`src/rtl/fifo_wr_arbiter.sv`:
```
// fifo_wr_arbiter
//
// Round-robin write arbiter and flush sequencer sitting in front of the
// 4-bit-in / 32-bit-out flushable FIFO. Producers win the FIFO write port in
// atomic bursts of BEATS nibbles, so every 32-bit word read out of the FIFO
// comes from a single producer. The block also owns the FIFO flush
// handshake: a system flush request waits for the in-flight burst to finish,
// then flush_req is held until the FIFO answers with flush_done.
//
// Optional feature: define FLUSH_TIMEOUT_EN to bound the wait for
// flush_done to TIMEOUT_CYC cycles. On expiry, flush_err is set (sticky
// until reset) and the flush sequence ends as if flush_done had arrived.
// Without the macro, FLUSH waits indefinitely and flush_err is tied low.
//
// Ports:
//   clk         clock, all logic on posedge
//   rst         synchronous reset, active-low
//   req         per-producer request, a full word is ready
//   req_data    per-producer nibble, producer i at [i*WR_WIDTH +: WR_WIDTH]
//   gnt         one-hot registered grant, high for the whole burst
//   beat_take   gnt & wr, producer advances to its next nibble
//   wr          FIFO write enable
//   wr_data     nibble of the granted producer
//   full        FIFO full
//   flush_in    system flush request (level or pulse)
//   flush_req   FIFO flush request
//   flush_done  FIFO flush completed
//   flush_ack   one-cycle pulse, flush sequence finished
//   busy        arbiter is not idle
//   flush_err   sticky flush timeout flag
//   state_dbg   current FSM state (IDLE=0, BURST=1, FLUSH=2)
//
// Handshake: a producer raises req[i] once its whole word is ready and holds
// it, with the current nibble on its req_data slice, until gnt[i]. During
// the burst each cycle with beat_take[i]=1 consumes the presented nibble;
// the producer then shows its next nibble on the following cycle. A cycle
// with gnt[i]=1 and beat_take[i]=0 (FIFO full) consumes nothing.

module fifo_wr_arbiter #(
    parameter int NUM_REQ     = 4,
    parameter int WR_WIDTH    = 4,
    parameter int RD_WIDTH    = 32,
    parameter int TIMEOUT_CYC = 64
) (
    input  logic                         clk,
    input  logic                         rst,
    input  logic [NUM_REQ-1:0]           req,
    input  logic [NUM_REQ*WR_WIDTH-1:0]  req_data,
    output logic [NUM_REQ-1:0]           gnt,
    output logic [NUM_REQ-1:0]           beat_take,
    output logic                         wr,
    output logic [WR_WIDTH-1:0]          wr_data,
    input  logic                         full,
    input  logic                         flush_in,
    output logic                         flush_req,
    input  logic                         flush_done,
    output logic                         flush_ack,
    output logic                         busy,
    output logic                         flush_err,
    output logic [1:0]                   state_dbg
);

    localparam int BEATS = RD_WIDTH / WR_WIDTH;
    localparam int CNT_W = (BEATS > 1) ? $clog2(BEATS) : 1;
    localparam int IDX_W = (NUM_REQ > 1) ? $clog2(NUM_REQ) : 1;
    localparam logic [CNT_W-1:0] LAST_BEAT = CNT_W'(BEATS - 1);

    localparam logic [1:0] S_IDLE  = 2'd0;
    localparam logic [1:0] S_BURST = 2'd1;
    localparam logic [1:0] S_FLUSH = 2'd2;

    logic [1:0]          state;
    logic [CNT_W-1:0]    beat_cnt;
    logic [IDX_W-1:0]    rr_ptr;
    logic [IDX_W-1:0]    gnt_idx;
    logic [IDX_W-1:0]    pick_idx;
    logic [IDX_W-1:0]    cand;
    logic                pick_vld;
    logic                flush_pending;
    logic                flush_ack_q;
    logic                flush_fin;
    logic                flush_timeout;
    logic                last_beat;
    logic [WR_WIDTH-1:0] lane [NUM_REQ];

    for (genvar g = 0; g < NUM_REQ; g++) begin : g_lane
        assign lane[g] = req_data[g*WR_WIDTH +: WR_WIDTH];
    end

    // Round-robin search starting just after the last burst owner.
    always_comb begin
        pick_vld = 1'b0;
        pick_idx = '0;
        cand     = '0;
        for (int k = 1; k <= NUM_REQ; k++) begin
            cand = IDX_W'((int'(rr_ptr) + k) % NUM_REQ);
            if (!pick_vld && req[cand]) begin
                pick_vld = 1'b1;
                pick_idx = cand;
            end
        end
    end

    assign wr        = (state == S_BURST) && !full;
    assign wr_data   = lane[gnt_idx];
    assign beat_take = gnt & {NUM_REQ{wr}};
    assign last_beat = wr && (beat_cnt == LAST_BEAT);
    assign flush_req = (state == S_FLUSH);
    assign flush_fin = (state == S_FLUSH) && (flush_done || flush_timeout);
    assign flush_ack = flush_ack_q;
    assign busy      = (state != S_IDLE);
    assign state_dbg = state;

    always_ff @(posedge clk) begin
        if (!rst) begin
            state         <= S_IDLE;
            gnt           <= '0;
            gnt_idx       <= '0;
            beat_cnt      <= '0;
            rr_ptr        <= IDX_W'(NUM_REQ - 1);
            flush_pending <= 1'b0;
            flush_ack_q   <= 1'b0;
        end else begin
            flush_ack_q <= flush_fin;
            // A flush_in on the finishing cycle re-arms: set wins over clear.
            flush_pending <= flush_in || (flush_pending && !flush_fin);

            case (state)
                S_IDLE: begin
                    // Flush beats requests; a flush_in seen this very cycle counts.
                    if (flush_pending || flush_in) begin
                        state <= S_FLUSH;
                    end else if (pick_vld) begin
                        state    <= S_BURST;
                        gnt      <= NUM_REQ'(1) << pick_idx;
                        gnt_idx  <= pick_idx;
                        beat_cnt <= '0;
                    end
                end
                S_BURST: begin
                    if (wr) begin
                        beat_cnt <= beat_cnt + 1'b1;
                    end
                    if (last_beat) begin
                        state  <= S_IDLE;
                        gnt    <= '0;
                        rr_ptr <= gnt_idx;
                    end
                end
                S_FLUSH: begin
                    if (flush_fin) begin
                        state <= S_IDLE;
                    end
                end
                default: begin
                    state <= S_IDLE;
                    gnt   <= '0;
                end
            endcase
        end
    end

`ifdef FLUSH_TIMEOUT_EN
    localparam int TMO_W = $clog2(TIMEOUT_CYC + 1);
    localparam logic [TMO_W-1:0] TMO_LAST = TMO_W'(TIMEOUT_CYC - 1);

    logic [TMO_W-1:0] tmo_cnt;
    logic             flush_err_q;

    // Counts cycles spent in FLUSH; the TIMEOUT_CYC-th cycle without
    // flush_done ends the sequence.
    assign flush_timeout = (state == S_FLUSH) && !flush_done && (tmo_cnt == TMO_LAST);
    assign flush_err     = flush_err_q;

    always_ff @(posedge clk) begin
        if (!rst) begin
            tmo_cnt     <= '0;
            flush_err_q <= 1'b0;
        end else begin
            if ((state == S_FLUSH) && !flush_fin) begin
                tmo_cnt <= tmo_cnt + 1'b1;
            end else begin
                tmo_cnt <= '0;
            end
            if (flush_timeout) begin
                flush_err_q <= 1'b1;
            end
        end
    end
`else
    assign flush_timeout = 1'b0;
    // No timeout hardware: the flag is constant low whatever TIMEOUT_CYC is.
    assign flush_err     = 1'b0 & (TIMEOUT_CYC > 0);
`endif

endmodule

```
`config.mk`:
```
export PLATFORM = sky130hd
export DESIGN_NAME = fifo_wr_arbiter
export DESIGN_NICKNAME = d
export VERILOG_FILES = /design/src/rtl/fifo_wr_arbiter.sv
export SDC_FILE = /design/constraint.sdc
export NUM_CORES = 1
export LEC_CHECK = 0
export CORE_UTILIZATION = 39
export CTS_CLUSTER_DIAMETER = 150
export DETAILED_ROUTE_END_ITERATION = 10
export GPL_TIMING_DRIVEN = 0
export PLACE_DENSITY = 0.79
export SYNTH_ARGS = -nofsm -noshare
export SYNTH_HDL_FRONTEND = slang
export SYNTH_SLANG_ARGS = --single-unit
```
`constraint.sdc`:
```
create_clock -name clk -period 1.9 [get_ports clk]
set_clock_uncertainty 0.1 [all_clocks]
set_input_delay 0.57 -clock clk [delete_from_list [all_inputs] [get_ports clk]]
set_output_delay 0.57 -clock clk [all_outputs]
set_load 0.1 [all_outputs]
```
### Word level (Yosys, flattened, before mapping)

Cells that the tools add are included.

* shift operators: 1
* equality and inequality tests: 9
* magnitude comparators: 5
* $add $sub $neg: 5
* muxes and demuxes: 32
* reduce and logical (&&, ||, !) cells: 22
* bitwise logic cells: 4

Operators by type and width (number)
* $mux 4: 5
* $mux 2: 8
* $lt 2x3->1 const B: 4
* $pmux 4 s3: 1
* $mux 3: 3
* $bmux 1 s2: 4
* $bmux 4 s2: 1
* $mux 1: 8
* $ne 2x2->1 const B: 4
* $reduce_and 4->1: 2
* $logic_and 1x1->1: 7
* $pmux 2 s3: 1
* $pmux 3 s2: 1
* $reduce_and 3->1: 2
* $logic_not 1->1: 5
* $add 2x1->2 const B: 2
* $add 2x2->2 const B: 2
* $and 4x4->4: 1
* $reduce_bool 2->1: 2
* $shl 1x2->4 const A: 1
* $add 3x1->3 const B: 1
* $eq 3x3->1 const B: 1
* $ge 3x3->1 const B: 1
* $ne 3x3->1 const B: 1
* other kinds (8): 10

* output and inout bits: 19
* word-level logic and storage cells: 85
* input bits: 25
* register bits: 15

### Depth between registers and ports, before layout

* word-level depth: 17
* mapped depth: 7
* depth with buffers taken out: 6

### Worst setup path before layout

OpenSTA, ideal clock, no wires.

* path kind: register -> output
* from: register state[0] (netlist: state_dbg[0])
* to: output beat_take[0]
* cell stages (with the launch flop): 5
* path slack: -2.032 ns
* required time: 1.230 ns
* arrival: 3.262 ns
* cells stage by stage: dfxtp_1 -> nand2_1 -> inv_1 -> clkbuf_1 -> and2_1

* cells in the longest elaborated chain, start to end: 3

RTL lines
* from (decl): RTL line 72 `logic [1:0] state;`
* from (signal assigned): RTL line 116 `state <= S_IDLE;`
* from (signal assigned): RTL line 132 `state <= S_FLUSH;`
* from (signal assigned): RTL line 134 `state <= S_BURST;`
* $eq 2x1->1: RTL line 104 `assign wr = (state == S_BURST) && !full;`
* $logic_and 1x1->1: RTL line 104
* named net wr: RTL line 51 `output logic wr,`
* $and 4x4->4: RTL line 106 `assign beat_take = gnt & {NUM_REQ{wr}};`
* to (decl): RTL line 50 `output logic [NUM_REQ-1:0] beat_take,`

The timed path passes the listed nets, and every way through them passes these cells.

### Final worst setup path

* from: input req_data[8]
* to: output wr_data[0]

* cells in the longest elaborated chain, start to end: 3

RTL lines
* from (decl): RTL line 48 `input logic [NUM_REQ*WR_WIDTH-1:0] req_data,`
* $bmux 4 s2: RTL line 105 `assign wr_data = lane[gnt_idx];`
* $mux 4 (not written as such) (2 in a row): RTL line 105
* to (decl): RTL line 52 `output logic [WR_WIDTH-1:0] wr_data,`

No other way between the ends. The select of a mux whose other input is x is not followed.

==> impl_metrics.env <==
export IMPL_critPathRequiredTime_ns=1.23
export IMPL_wl_met1_um=997
export IMPL_dr_pass1_iters=4
export IMPL_synth_top_flop_cell="dfxtp_1"
export IMPL_place_area_sq_um=1380
export IMPL_slew_violations=0
export IMPL_cts_hold_buf=0
export IMPL_path_class="in -> out"
export IMPL_hpwl_mm=1.81
export IMPL_clockBufferDepth=2
export IMPL_whs_ns=0.382
export IMPL_highest_layer="met4"
export IMPL_synthArstFlopShare_pct=0
export IMPL_p_seq_share_pct=35.1
export IMPL_drv_cap=0
export IMPL_via_count=890
export IMPL_pre_cts_ws_ns=-1.50
export IMPL_cts_tree="built"
export IMPL_syn_avg_cell_area_sq_um=9.57
export IMPL_avgViaCountPerCell=5.11
export IMPL_slowest_delay_ns=0.49
export IMPL_grt_first_pass_wirelength_mm=4.25
export IMPL_synth_most_common_cell="dfxtp_1"
export IMPL_ys_warn_count=0
export IMPL_p_clk_share_pct=18.9
export IMPL_clock_fmax_mhz=465
export IMPL_n_antenna_cell=0
export IMPL_post_route_period_util_pct=113
export IMPL_tightest_slew_ns=0.544
export IMPL_violations="setup timing"
export IMPL_grt_max_degree=11
export IMPL_ys_top_cells_by_area="dfxtp_1 (34%), mux4_2 (10%), nand2_1 (4.7%)"
export IMPL_intPower_mw=0.579
export IMPL_worst_setup_path_start_kind="primary input"
export IMPL_p_sw_mw=0.407
export IMPL_hold_viol=0
export IMPL_rows=16
export IMPL_switching_share_pct=41.2
export IMPL_outcome="complete, but fails checks"
export IMPL_drt_iter0_markers=11
export IMPL_setup_viol_count_final=8
export IMPL_syn_cell_area_sq_um=871
export IMPL_final_area_sq_um=1570
export IMPL_clk_pin_slew_ns=0.09
export IMPL_place_congestion=0.737
export IMPL_power_density_nw_per_um2=630
export IMPL_synth_top_area_share_pct=34.5
export IMPL_clock_root_buffer="clkbuf_4"
export IMPL_wl_mm=2.50
export IMPL_worstPathMaxFanout=1
export IMPL_synth_nets=118
export IMPL_start_util_pct=43.1
export IMPL_setup_ws_ns=-0.252
export IMPL_rsz0062_at_grt="true"
export IMPL_critical_path_arrival_ns=1.48
export IMPL_io_buffers=42
export IMPL_ys_ff_latch=15
export IMPL_insertion_delay_ns=0.28
export IMPL_synth_distinct_cells=34
export IMPL_drc=0
export IMPL_wl_met3_um=153
export IMPL_peakVddDrop_mv=0.616
export IMPL_grt_ovfl_total=0
export IMPL_crit_chain="dlygate4sd2_1, mux4_2, buf_12"
export IMPL_maxSlewHeadroom_pct=63.9
export IMPL_hold_class="reg -> reg"
export IMPL_yosysTopAreaCell="dfxtp_1"
export IMPL_finish_net_count=175
export IMPL_crit_family="multiplexers"
export IMPL_fp_dieH_um=49.3
export IMPL_total_power_mw=0.986
export IMPL_postRouteAntennaNets=0
export IMPL_setup_tns_ns=-0.979
export IMPL_synthCells=91
export IMPL_core_sq_um=2020
export IMPL_synth_edf_count=0
export IMPL_synthTopCellsByCount="dfxtp_1 (15), nand2_1 (11), a21oi_1 (7)"
export IMPL_fp_dieArea_sq_um=2430
export IMPL_grt_total_usage_pct=23.0
export IMPL_fin_crit_ns=2.15
export IMPL_cts_sinks=15
export IMPL_h_tree_depth=1
export IMPL_cts_buffers_inserted=3
export IMPL_area_growth_pct=79.7
export IMPL_crit_buf_inv=2
export IMPL_wl_per_cell_um=14.3
export IMPL_critPathSlowestCell="mux4_2"
export IMPL_yosysSeqAreaShare_pct=34.5
export IMPL_ios=44
export IMPL_dieWidth_um=49.3
export IMPL_leakage_nw=0.666
export IMPL_p_comb_share_pct=46.0
export IMPL_critPathCaptureType="primary output"
export IMPL_wl_met2_mm=1.30
export IMPL_grt_pass1_vias=935
export IMPL_antenna_found_initial=0
export IMPL_drive_above_1_share_pct=43.5
[power by group through the flow]
stage / Clock [mW] / Sequential (mW) / Combinational [mW]
floorplan: 0 / 0.411 / 0.229
global placement: 0 / 0.353 / 0.404
detailed placement: 0 / 0.354 / 0.407
CTS: 0.187 / 0.347 / 0.426
global route: 0.195 / 0.350 / 0.472
finish: 0.186 / 0.346 / 0.453
[worst paths after layout]
| path | from | cells past startpoint | slack, ns | end |
|---|---|---|---|---|
| setup / recovery | req_data[8] | 3 | -0.25 | wr_data[0] |
| hold / removal | gnt[1] | 1 | 0.38 | gnt[1] |
| setup reg to reg | state_dbg[1] | 6 | 0.11 | gnt[0] |
| hold reg to reg | gnt[1] | 1 | 0.38 | gnt[1] |
[cells in the final DEF, fill, tap and decap left out, types with 2 or more instances in the layout]
cell / synthesis / layout
ha_1: 2 / 2
buf_12: 0 / 8
o2bb2ai_1: 2 / 2
buf_6: 0 / 4
nand2b_1: 3 / 3
a21oi_1: 7 / 7
clkbuf_4: 0 / 3
nor3_4: 2 / 2
nor2_1: 5 / 4
nand2_1: 11 / 10
nand3b_1: 4 / 4
mux4_2: 4 / 4
buf_2: 0 / 2
clkdlybuf4s15_1: 0 / 6
clkbuf_1: 3 / 2
clkdlybuf4s50_1: 0 / 2
nand3_1: 4 / 4
nor3_1: 2 / 2
buf_4: 1 / 12
dfxtp_1: 15 / 8
o21ai_0: 2 / 2
nor2b_1: 2 / 2
dlygate4sd2_1: 0 / 14
clkdlybuf4s15_2: 0 / 5
dfxtp_2: 0 / 5
dfxtp_4: 0 / 2
and2_4: 0 / 4
[metrics by stage]
stage	utilization [%]	cells
2_1_floorplan	-	91
3_3_place_gp	68.3	160
3_5_place_dp	68.3	160
4_1_cts	74.3	169
5_1_grt	77.4	174
6_report	77.4	174
[cell type report]
cell class	instances	area [sq um]
Inverter	2	13.8
Multi-Input combinational cell	70	582
Sequential cell	15	314
Fill cell	141	457
Timing Repair Buffer	53	569
Tap cell	27	33.8
Buffer	3	26.3
Clock buffer	4	26.3
[routing by layer]
metal  global-route usage, %  vias to the layer above
li1                        -                      444
met1                    26.6                      410
met2                    41.6                       31
met3                    3.74                        5
met4                    8.82                        0
met5                       0                        -
[flip-flops by register name, summed over array words and instances, names as in the netlist]
signal         count
flush_ack          1
state_dbg          2
gnt                4
flush_pending      1
gnt_idx            2
rr_ptr             2
beat_cnt           3
[cells by family (layout without fill, tap and decap cells)]
logic type / after synthesis / in the layout / share of synthesized area [%]
adder cells (fa/ha/maj): 2 / 2 / 2.87
flip-flops: 15 / 15 / 34.5
other: 1 / 1 / 0.431
multiplexers: 5 / 5 / 11.5
buffers and inverters: 6 / 62 / 3.02
AND/OR/NAND/NOR: 43 / 43 / 32.6
AO/OA/AOI/OAI: 19 / 19 / 15.1
[timing repair]
| item | 4_1_cts | 5_1_grt |
|---|---|---|
| pin swaps | 4 | 5 |
| setup endpoints to repair | 28 | 10 |
| buffers inserted | 6 | 5 |
| gates resized for setup | 153 | 9 |
(Power assumes the default switching activity.)
